$ cat src/rtl/sdram_arb_pkg.sv
// Shared types and helpers for the SDRAM host-port arbiter.
package sdram_arb_pkg;

    typedef enum logic [1:0] {
        ST_IDLE,
        ST_ISSUE,
        ST_WAIT,
        ST_RESP
    } arb_state_t;

    localparam int ADDR_W_DEF = 24;
    localparam int DATA_W_DEF = 16;

    // ceil(log2(n)), never below 1 so single-value counters still get a bit
    function automatic int clog2(input int n);
        int r;
        r = 0;
        for (int i = 0; i < 31; i++) begin
            if ((1 << i) < n) r = i + 1;
        end
        return (r < 1) ? 1 : r;
    endfunction

endpackage

$ cat src/rtl/sdram_rr_pick.sv
// Combinational round-robin picker: first valid port at or after ptr, modulo NUM_PORTS.
module sdram_rr_pick
    import sdram_arb_pkg::*;
#(
    parameter int NUM_PORTS = 2,
    parameter int PTR_W     = clog2(NUM_PORTS)
) (
    input  logic [NUM_PORTS-1:0] valid,
    input  logic [PTR_W-1:0]     ptr,
    output logic [PTR_W-1:0]     grant,
    output logic                 any_valid
);

    logic [PTR_W-1:0] idx;

    // Scan from the far end down so the candidate closest to ptr wins last.
    always_comb begin
        grant     = '0;
        any_valid = 1'b0;
        idx       = '0;
        for (int k = NUM_PORTS - 1; k >= 0; k--) begin
            idx = PTR_W'((int'(ptr) + k) % NUM_PORTS);
            if (valid[idx]) begin
                grant     = idx;
                any_valid = 1'b1;
            end
        end
    end

endmodule

$ cat src/rtl/sdram_host_arbiter.sv
// Round-robin sharing of the single sdram_controller host port between NUM_PORTS
// requesters; one transaction in flight, with an issue timeout that aborts stalled requests.
module sdram_host_arbiter
    import sdram_arb_pkg::*;
#(
    parameter int NUM_PORTS     = 2,
    parameter int ADDR_W        = ADDR_W_DEF,
    parameter int DATA_W        = DATA_W_DEF,
    parameter int ISSUE_TIMEOUT = 15
) (
    input  logic                        clk,
    input  logic                        rst,
    input  logic [NUM_PORTS-1:0]        req_valid,
    input  logic [NUM_PORTS-1:0]        req_we,
    input  logic [NUM_PORTS*ADDR_W-1:0] req_addr,
    input  logic [NUM_PORTS*DATA_W-1:0] req_wdata,
    output logic [NUM_PORTS-1:0]        req_ready,
    output logic [NUM_PORTS-1:0]        rsp_valid,
    output logic                        rsp_err,
    output logic [DATA_W-1:0]           rsp_data,
    output logic [ADDR_W-1:0]           haddr,
    output logic [DATA_W-1:0]           data_input,
    output logic                        rd_enable,
    output logic                        wr_enable,
    input  logic                        busy,
    input  logic [DATA_W-1:0]           data_output,
    output logic                        timeout_err
);

    localparam int PTR_W = clog2(NUM_PORTS);
    localparam int TMO_W = clog2(ISSUE_TIMEOUT + 1);
    localparam logic [TMO_W-1:0] TMO_LAST = TMO_W'(ISSUE_TIMEOUT - 1);
    localparam logic [TMO_W-1:0] TMO_MAX  = TMO_W'(ISSUE_TIMEOUT);
    localparam logic [PTR_W-1:0] PTR_TOP  = PTR_W'(NUM_PORTS - 1);

    arb_state_t       state;
    logic [PTR_W-1:0] ptr;
    logic [PTR_W-1:0] grant;
    logic [PTR_W-1:0] pick;
    logic             any_valid;
    logic             we_q;
    logic [TMO_W-1:0] tmo_cnt;

    sdram_rr_pick #(
        .NUM_PORTS (NUM_PORTS),
        .PTR_W     (PTR_W)
    ) u_pick (
        .valid     (req_valid),
        .ptr       (ptr),
        .grant     (pick),
        .any_valid (any_valid)
    );

    always_ff @(posedge clk or posedge rst) begin
        if (rst) begin
            state       <= ST_IDLE;
            ptr         <= '0;
            grant       <= '0;
            we_q        <= 1'b0;
            tmo_cnt     <= '0;
            req_ready   <= '0;
            rsp_valid   <= '0;
            rsp_err     <= 1'b0;
            rsp_data    <= '0;
            haddr       <= '0;
            data_input  <= '0;
            rd_enable   <= 1'b0;
            wr_enable   <= 1'b0;
            timeout_err <= 1'b0;
        end else begin
            req_ready <= '0;
            rsp_valid <= '0;
            case (state)
                ST_IDLE: begin
                    // A busy controller (init/refresh) blocks new grants.
                    if (!busy && any_valid) begin
                        grant            <= pick;
                        ptr              <= (pick == PTR_TOP) ? '0 : pick + 1'b1;
                        haddr            <= req_addr[int'(pick)*ADDR_W +: ADDR_W];
                        data_input       <= req_wdata[int'(pick)*DATA_W +: DATA_W];
                        we_q             <= req_we[pick];
                        wr_enable        <= req_we[pick];
                        rd_enable        <= !req_we[pick];
                        req_ready[pick]  <= 1'b1;
                        tmo_cnt          <= '0;
                        state            <= ST_ISSUE;
                    end
                end
                ST_ISSUE: begin
                    if (busy) begin
                        rd_enable <= 1'b0;
                        wr_enable <= 1'b0;
                        state     <= ST_WAIT;
                    end else if (tmo_cnt == TMO_LAST) begin
                        rd_enable        <= 1'b0;
                        wr_enable        <= 1'b0;
                        timeout_err      <= 1'b1;
                        rsp_err          <= 1'b1;
                        rsp_valid[grant] <= 1'b1;
                        state            <= ST_RESP;
                    end else begin
                        tmo_cnt <= (tmo_cnt == TMO_MAX) ? tmo_cnt : tmo_cnt + 1'b1;
                    end
                end
                ST_WAIT: begin
                    if (!busy) begin
                        if (!we_q) rsp_data <= data_output;
                        rsp_err          <= 1'b0;
                        rsp_valid[grant] <= 1'b1;
                        state            <= ST_RESP;
                    end
                end
                ST_RESP: begin
                    rsp_err <= 1'b0;
                    state   <= ST_IDLE;
                end
                default: state <= ST_IDLE;
            endcase
        end
    end

endmodule

$ cat config.mk
export PLATFORM = sky130hd
export DESIGN_NAME = sdram_host_arbiter
export DESIGN_NICKNAME = d
export VERILOG_FILES = /design/src/rtl/sdram_arb_pkg.sv /design/src/rtl/sdram_rr_pick.sv /design/src/rtl/sdram_host_arbiter.sv
export SDC_FILE = /design/constraint.sdc
export NUM_CORES = 1
export LEC_CHECK = 0
export CELL_PAD_IN_SITES_DETAIL_PLACEMENT = 0
export CELL_PAD_IN_SITES_GLOBAL_PLACEMENT = 1
export CORE_UTILIZATION = 33
export CTS_CLUSTER_DIAMETER = 80
export DETAILED_ROUTE_END_ITERATION = 12
export PLACE_DENSITY_LB_ADDON = 0.15
export SLEW_MARGIN = 30
export SYNTH_ARGS = -nofsm -noshare
export SYNTH_HDL_FRONTEND = slang
export SYNTH_SLANG_ARGS = --single-unit
$ cat constraint.sdc
create_clock -name clk -period 7.39 [get_ports clk]
set_input_delay 1.8475 -clock clk [delete_from_list [all_inputs] [get_ports clk]]
set_output_delay 1.8475 -clock clk [all_outputs]
set_load 0.05 [all_outputs]
==> results.md, run 1 <==
- Status: completed
- Post-synth EDFFs: 0
- Final ANT Viol Nets: 0
- Crit path capture type: flip-flop
- Ant diodes: 0
- Comb pwr share: 56.4%
- Total GRT Usage: 17.51%
- Max Cap Viol: 0
- RePlAce Congestion: 0.7598
- Crit Path Max Fanout: 46
- Worst hold slack: 0.4831 ns
- Register area share after synthesis: 55.16%
- Peak VDD IR: 0.0002825 V
- Clock network power share: 15.6%
- IO buf count: roughly 170
- Slew Viols, Final: 0
- Leakage power total: 2.243 nW
- Sequential Power Share: roughly 28%
- RSZ-0062 raised after global routing: false
- Clk sinks: 73
- Post-CTS Setup Repair Bufs: 0
- Worst EP required: ~7.6 ns
- Total power: 2.380 mW
- Iteration-0 DRC Markers: 87
- Max Clk Rate: 285.1 MHz
- Slew @ Worst Pin: 0.8252 ns
- CP startpoint kind: primary input
- Post_cts resized: 0
- First-pass GRT wire length: between 10 and 15 mm
- Cell variety after synth: 43
- Post-DP Area: 0.005065 mm^2
- Final std cells w/o fill: 554
- I/O pins: 167
- Via-per-instance ratio: 4.919
- Final Util: a little over half
- Num rows: 36
- CTS Root Cell: clkbuf_8
- Sw power: between 1 and 1.5 mW
- Total count of hold-check failures in the final report: 0
- CTS tree: yes
- Synthesized Nets: 362
- Initial antenna violation count: 0
- Dpl hpwl: ~6.3 mm
- Synth Register Bits: 73
- CP top delay family: simple AND/OR/NAND/NOR gates
- Primary FF master, synth: dfrtp_1
- Worst-Skew Late Latency: 0.34 ns
- Internal: 1.316 mW
- Period utilisation layout: about 47%
- Die width: between 100 and 150 um
- Synth-to-Final Area Change: 59.99%
- DRC Markers: 0
- Worst hold path type: reg2reg
- Setup ws final: 3.883 ns
- Post-CTS Hold Buffers: 0
- Crit path DAT: 3.73 ns
- DR vias: approximately 2.7k
- CP bufs+invs: 1
- Design Area, Final: 0.005299 mm^2
- Slew HR: 44.93%
- Final min period: around 3.5 ns
- Htree depth: 3
- Syn Std Cell Area: between 0.003 and 0.004 mm^2
- Die Ht: a little over 100 um
- Final-report setup violation count: 0
- DP Worst Slack: 3.533 ns
- Maximum number of pins on one net before global-route repair: 74
- Max incr delay on CP: 0.62 ns
- Layout cells sized above 1: 8.314%
- Initial Util: 34.04%
- Yosys warns: 0
- WS Path Type: in2reg
- Setup TNS Final: 0 ns
- Die ar.: 0.01044 mm^2
- GRT overflow: 0
- WL per Instance: around 16 um
- Switching Share: between 40% and 50%
- Core area: 0.009729 mm^2
- Placed cells: 540
- Worst-path cell chain: clkdlybuf4s50_1, nand2b_4, nor2_8, nor2b_1, a221o_1
- Ys async rst share: 100.0%
- Drt first pass iters: 4
- Clk buf depth: 2
- Worst-path clk slew: ~0.070 ns
- Critical-path top delay cell: clkdlybuf4s50_1
- Setup Skew: 0.01212 ns
- Final wirelength: 9.129 mm
- P per Cell Area: 449.1 mW/mm^2
- Vias in the first global route: 2674
- Final net count: 528
- Post-Syn Instances: around 250
- # fillers: 873
- Syn avg cell area: between 10 and 15 um^2
- CTS Buf Count: 9
cell type report:
class | count | area (um^2) | share of cell area [%]
multi-input combinational | 158 | 1341 | 25.31
timing repair buffer | 169 | 1708 | 32.23
clock inverter | 5 | 106.4 | 2.007
sequential | 73 | 1827 | 34.47
tap | 133 | 166.4 | 3.141
clock buffer | 9 | 123.9 | 2.338
inverter | 7 | 26.28 | 0.4959
cells in the mapped netlist (2+ instances only):
| cell | instances | area [um^2] |
|---|---|---|
| nand2b_1 | 4 | 25.02 |
| nor2_1 | 8 | 30.03 |
| inv_2 | 2 | 7.510 |
| inv_1 | 5 | 18.77 |
| o2bb2ai_1 | 3 | 26.28 |
| a221o_1 | 40 | 400.4 |
| nand2_1 | 6 | 22.52 |
| nand3_1 | 2 | 10.01 |
| a21oi_1 | 2 | 10.01 |
| mux2_2 | 6 | 67.56 |
| mux2_1 | 12 | 135.1 |
| o21bai_1 | 2 | 15.01 |
| nor2_2 | 2 | 12.51 |
| nor2b_1 | 40 | 250.2 |
| buf_2 | 5 | 25.02 |
| buf_6 | 8 | 90.09 |
| dfrtp_1 | 73 | 1827 |
| ha_1 | 7 | 87.58 |
power by group through the flow:
| stage | logic (mW) | clock network (mW) | registers (mW) |
|---|---|---|---|
| 2_1_floorplan | 0.371 | 0 | 1.20 |
| 3_3_place_gp | 1.33 | 0 | 0.674 |
| 3_5_place_dp | 1.35 | 0 | 0.672 |
| 4_1_cts | 1.35 | 0.381 | 0.669 |
| 5_1_grt | 1.41 | 0.399 | 0.694 |
| 6_report | 1.34 | 0.371 | 0.667 |
flip-flops by register name (all words and copies together), names as in the netlist:
signal,count
rsp_data,16
rd_enable,1
grant,1
timeout_err,1
req_ready,2
tmo_cnt,4
data_input,16
rsp_err,1
wr_enable,1
haddr,24
state,2
rsp_valid,2
we_q,1
ptr,1
cell usage in the layout, fill, tap and decap left out, drive strengths merged, types with 3 or more instances in the layout:
cell type,count
clkdlybuf4s50,166
bufinv,3
a221o,40
o2bb2ai,3
mux2,18
nor2,11
dfrtp,73
buf,3
ha,7
clkbuf,9
nand2b,5
inv,7
nor2b,40
nand2,6
cells by family (layout without fill, tap and decap cells):
group	count (synthesis)	after routing	share of synthesized area [%]
AOI/OAI and AO/OA	62	62	17.91
and+or+nand+nor	70	70	13.37
muxes	19	19	6.422
adders and majority gates	7	7	2.644
DFF	73	73	55.16
buffers and inverters	21	190	4.496
routing by layer:
layer	up-vias	track usage (%)	wire, um
met5	-	0	0
met4	0	7.912	194
met3	18	4.241	743
met2	122	26.02	4133
met1	1318	24.17	4058
li1	1267	-	-
path summary, 6_finish.rpt:
path	from	to	slack, ns	depth (start not counted)
worst max-delay path	busy	data_input[14]	3.88	5
worst min-delay path	timeout_err	timeout_err	0.48	1
worst max register to register	state[0]	data_input[14]	5.27	6
worst min register to register	timeout_err	timeout_err	0.48	1
max in group asynchronous	rst	tmo_cnt[2]	4.91	3
min in group asynchronous	rst	rsp_data[1]	1.99	3
worst register-to-register path, stage by stage, from the launching register on:
cell      delay [ns]
dfrtp_1         0.43
inv_1           0.14
ha_1            0.33
nand2b_4        0.15
nor2_8          0.55
nor2b_1         0.12
a221o_1         0.29
No activity file was read; power rests on OpenSTA's default activity.
==> run 2: changes to the inputs <==
--- a/config.mk
+++ b/config.mk
@@ -7,7 +7,7 @@
 export LEC_CHECK = 0
 export CELL_PAD_IN_SITES_DETAIL_PLACEMENT = 0
 export CELL_PAD_IN_SITES_GLOBAL_PLACEMENT = 1
-export CORE_UTILIZATION = 33
+export CORE_UTILIZATION = 30
 export CTS_CLUSTER_DIAMETER = 80
 export DETAILED_ROUTE_END_ITERATION = 12
 export PLACE_DENSITY_LB_ADDON = 0.15
==> constraint.sdc (replaced) <==
create_clock -name clk -period 3.35 [get_ports clk]
set_input_delay 0.8375 -clock clk [delete_from_list [all_inputs] [get_ports clk]]
set_output_delay 0.8375 -clock clk [all_outputs]
set_load 0.05 [all_outputs]
==> results.md, run 2 (synthesis gave the netlist of run 1 again) <==
- Crit path launch: haddr[22]
- Worst EP required: 2.51 ns (-5.10 ns)
- Critical-path top delay cell: clkdlybuf4s50_1
- Commonest non-fill, non-tap cell in the layout: clkdlybuf4s50_1
- Largest registers: haddr (24), data_input (16), rsp_data (16)
- Slew HR: 59.13% (+14 points)
- Final-report setup violation count: 0 (unchanged)
- Peak VDD IR: 0.0004839 V (+71%)
- Drt first pass iters: 4 (unchanged)
- Worst-Skew Late Latency: 0.34 ns (about the same)
- Clk sinks: 73 (unchanged)
- Final ANT Viol Nets: 0 (unchanged)
- CTS Buf Count: 9 (unchanged)
- Num rows: 37 (+2.8%)
- Clk buf depth: 2 (unchanged)
- Crit path capture type: output port
- Total count of hold-check failures in the final report: 0 (unchanged)
- Post_cts resized: 0 (unchanged)
- Min-Delay Endpoint: timeout_err
- Commonest cells after routing, fill and taps aside: clkdlybuf4s50_1 (166), dfrtp_1 (73), nor2b_1 (40), a221o_1 (40), mux2_1 (12)
- Total power: 5.290 mW (+120%)
- Max Clk Rate: 422.4 MHz
- Setup ws final: 0.9828 ns (-2.900 ns)
- Period utilisation layout: 70.66%
- CP top delay family: buffers and inverters
- Die ar.: 0.01146 mm^2 (+9.8%)
- First-pass GRT wire length: 14.98 mm (+7.6%)
- Largest Register: haddr
- Ant diodes: 0 (unchanged)
- Initial antenna violation count: 0 (unchanged)
- Die Ht: 107.1 um (+4.8%)
- GRT overflow: 0 (unchanged)
- Leakage power total: 2.275 nW (+1.4%)
- Initial Util: 31.52% (-2.5 points)
- CTS Root Cell: clkbuf_8
- Setup Skew: 0.009030 ns (-0.003087 ns)
- Startpoint of the worst register-to-register path: state[0]
- Status: completed
- Core area: 0.01051 mm^2 (+8.0%)
- Maximum number of pins on one net before global-route repair: 74 (unchanged)
- Final Util: 50.86% (-3.6 points)
- Setup TNS Final: 0 ns (unchanged)
- DR vias: 2720 (-0.18%)
- Die width: 107.1 um (+4.8%)
- Hold depth: 1 (unchanged)
- Layout cells sized above 1: 9.390% (+1.1 points)
- I/O pins: 167 (unchanged)
- WL per Instance: 16.89 um (+2.5%)
- Crit Path Max Fanout: 2 (-96%)
- Worst Reg-to-Reg Cells: 6 (unchanged)
- Vias in the first global route: 2878 (+7.6%)
- CP startpoint kind: flip-flop
- Largest register FFs: 24 (unchanged)
- Final min period: 2.367 ns
- WS Path Type: reg2out
- Final wirelength: 9.491 mm (+4.0%)
- Worst-path cell chain: clkdlybuf4s50_1
- Max Cap Viol: 0 (unchanged)
- RePlAce Congestion: 0.8145 (+7.2%)
- Post-CTS Setup Repair Bufs: 0 (unchanged)
- Dpl hpwl: 6.648 mm (+5.2%)
- Worst hold path type: reg2reg
- Max incr delay on CP: 0.84 ns (+0.22 ns)
- Hold path startpoint: timeout_err
- Synth-to-Final Area Change: 61.39%
- Reg2reg setup slack: 1.25 ns (-4.02 ns)
- Htree depth: 3 (unchanged)
- Iteration-0 DRC Markers: 167 (+92%)
- Slew @ Worst Pin: 0.6131 ns (-0.2122 ns)
- Post-CTS Hold Buffers: 0 (unchanged)
- DRC Markers: 0 (unchanged)
- Slew Viols, Final: 0 (unchanged)
- Worst-path clk slew: 0.08 ns (about the same)
- CP bufs+invs: 1 (unchanged)
- P per Cell Area: 989.7 mW/mm^2 (+120%)
- Via-per-instance ratio: 4.840 (-1.6%)
- Crit path DAT: 1.53 ns (-2.20 ns)
- RSZ-0062 raised after global routing: false
- Final net count: 532 (+0.76%)
- Total GRT Usage: 17.06% (-0.45 points)
- DP Worst Slack: 0.7323 ns (-2.801 ns)
- R2R Path End: haddr[5]
- IO buf count: 166 (unchanged)
- Worst hold slack: 0.4889 ns (+0.005861 ns)
- CTS tree: yes
run 2: how the worst max path moves through the flow:
stage               endpoint  slack, ns  depth (start not counted)
2_1_floorplan  data_input[0]       0.66                          1
3_3_place_gp       haddr[11]       0.74                          5
3_5_place_dp        haddr[8]       0.73                          5
4_1_cts            haddr[22]       0.96                          1
5_1_grt            wr_enable       0.93                          1
6_report           haddr[22]       0.98                          1
run 2: metal layers:
| layer | vias to the layer above | wire, um | global-route usage, % |
|---|---|---|---|
| met3 | 8 | 639 | 3.830 |
| met5 | - | 0 | 0 |
| met4 | 0 | 103 | 5.871 |
| li1 | 1277 | - | - |
| met1 | 1332 | 4221 | 22.07 |
| met2 | 103 | 4526 | 28.02 |
run 2: final cells by class:
class | count | area, um^2
clock buffers | 10 | 137.6
well taps | 136 | 170.2
inverters | 7 | 26.28
clock inverters | 5 | 103.9
repair buffers | 173 | 1739
flip-flops and latches | 73 | 1827
multi-input cells | 158 | 1341
fillers | 949 | 5164
run 2: metrics by stage:
stage | cell area, um^2 | instances
2_1_floorplan | 3312 | 252
3_3_place_gp | 5104 | 547
3_5_place_dp | 5104 | 547
4_1_cts | 5345 | 562
5_1_grt | 5345 | 562
6_report | 5345 | 562
run 2: report_power, final:
group	internal, mW	switching (mW)
registers	1.26	0.214
clock network	0.511	0.328
logic	1.16	1.81
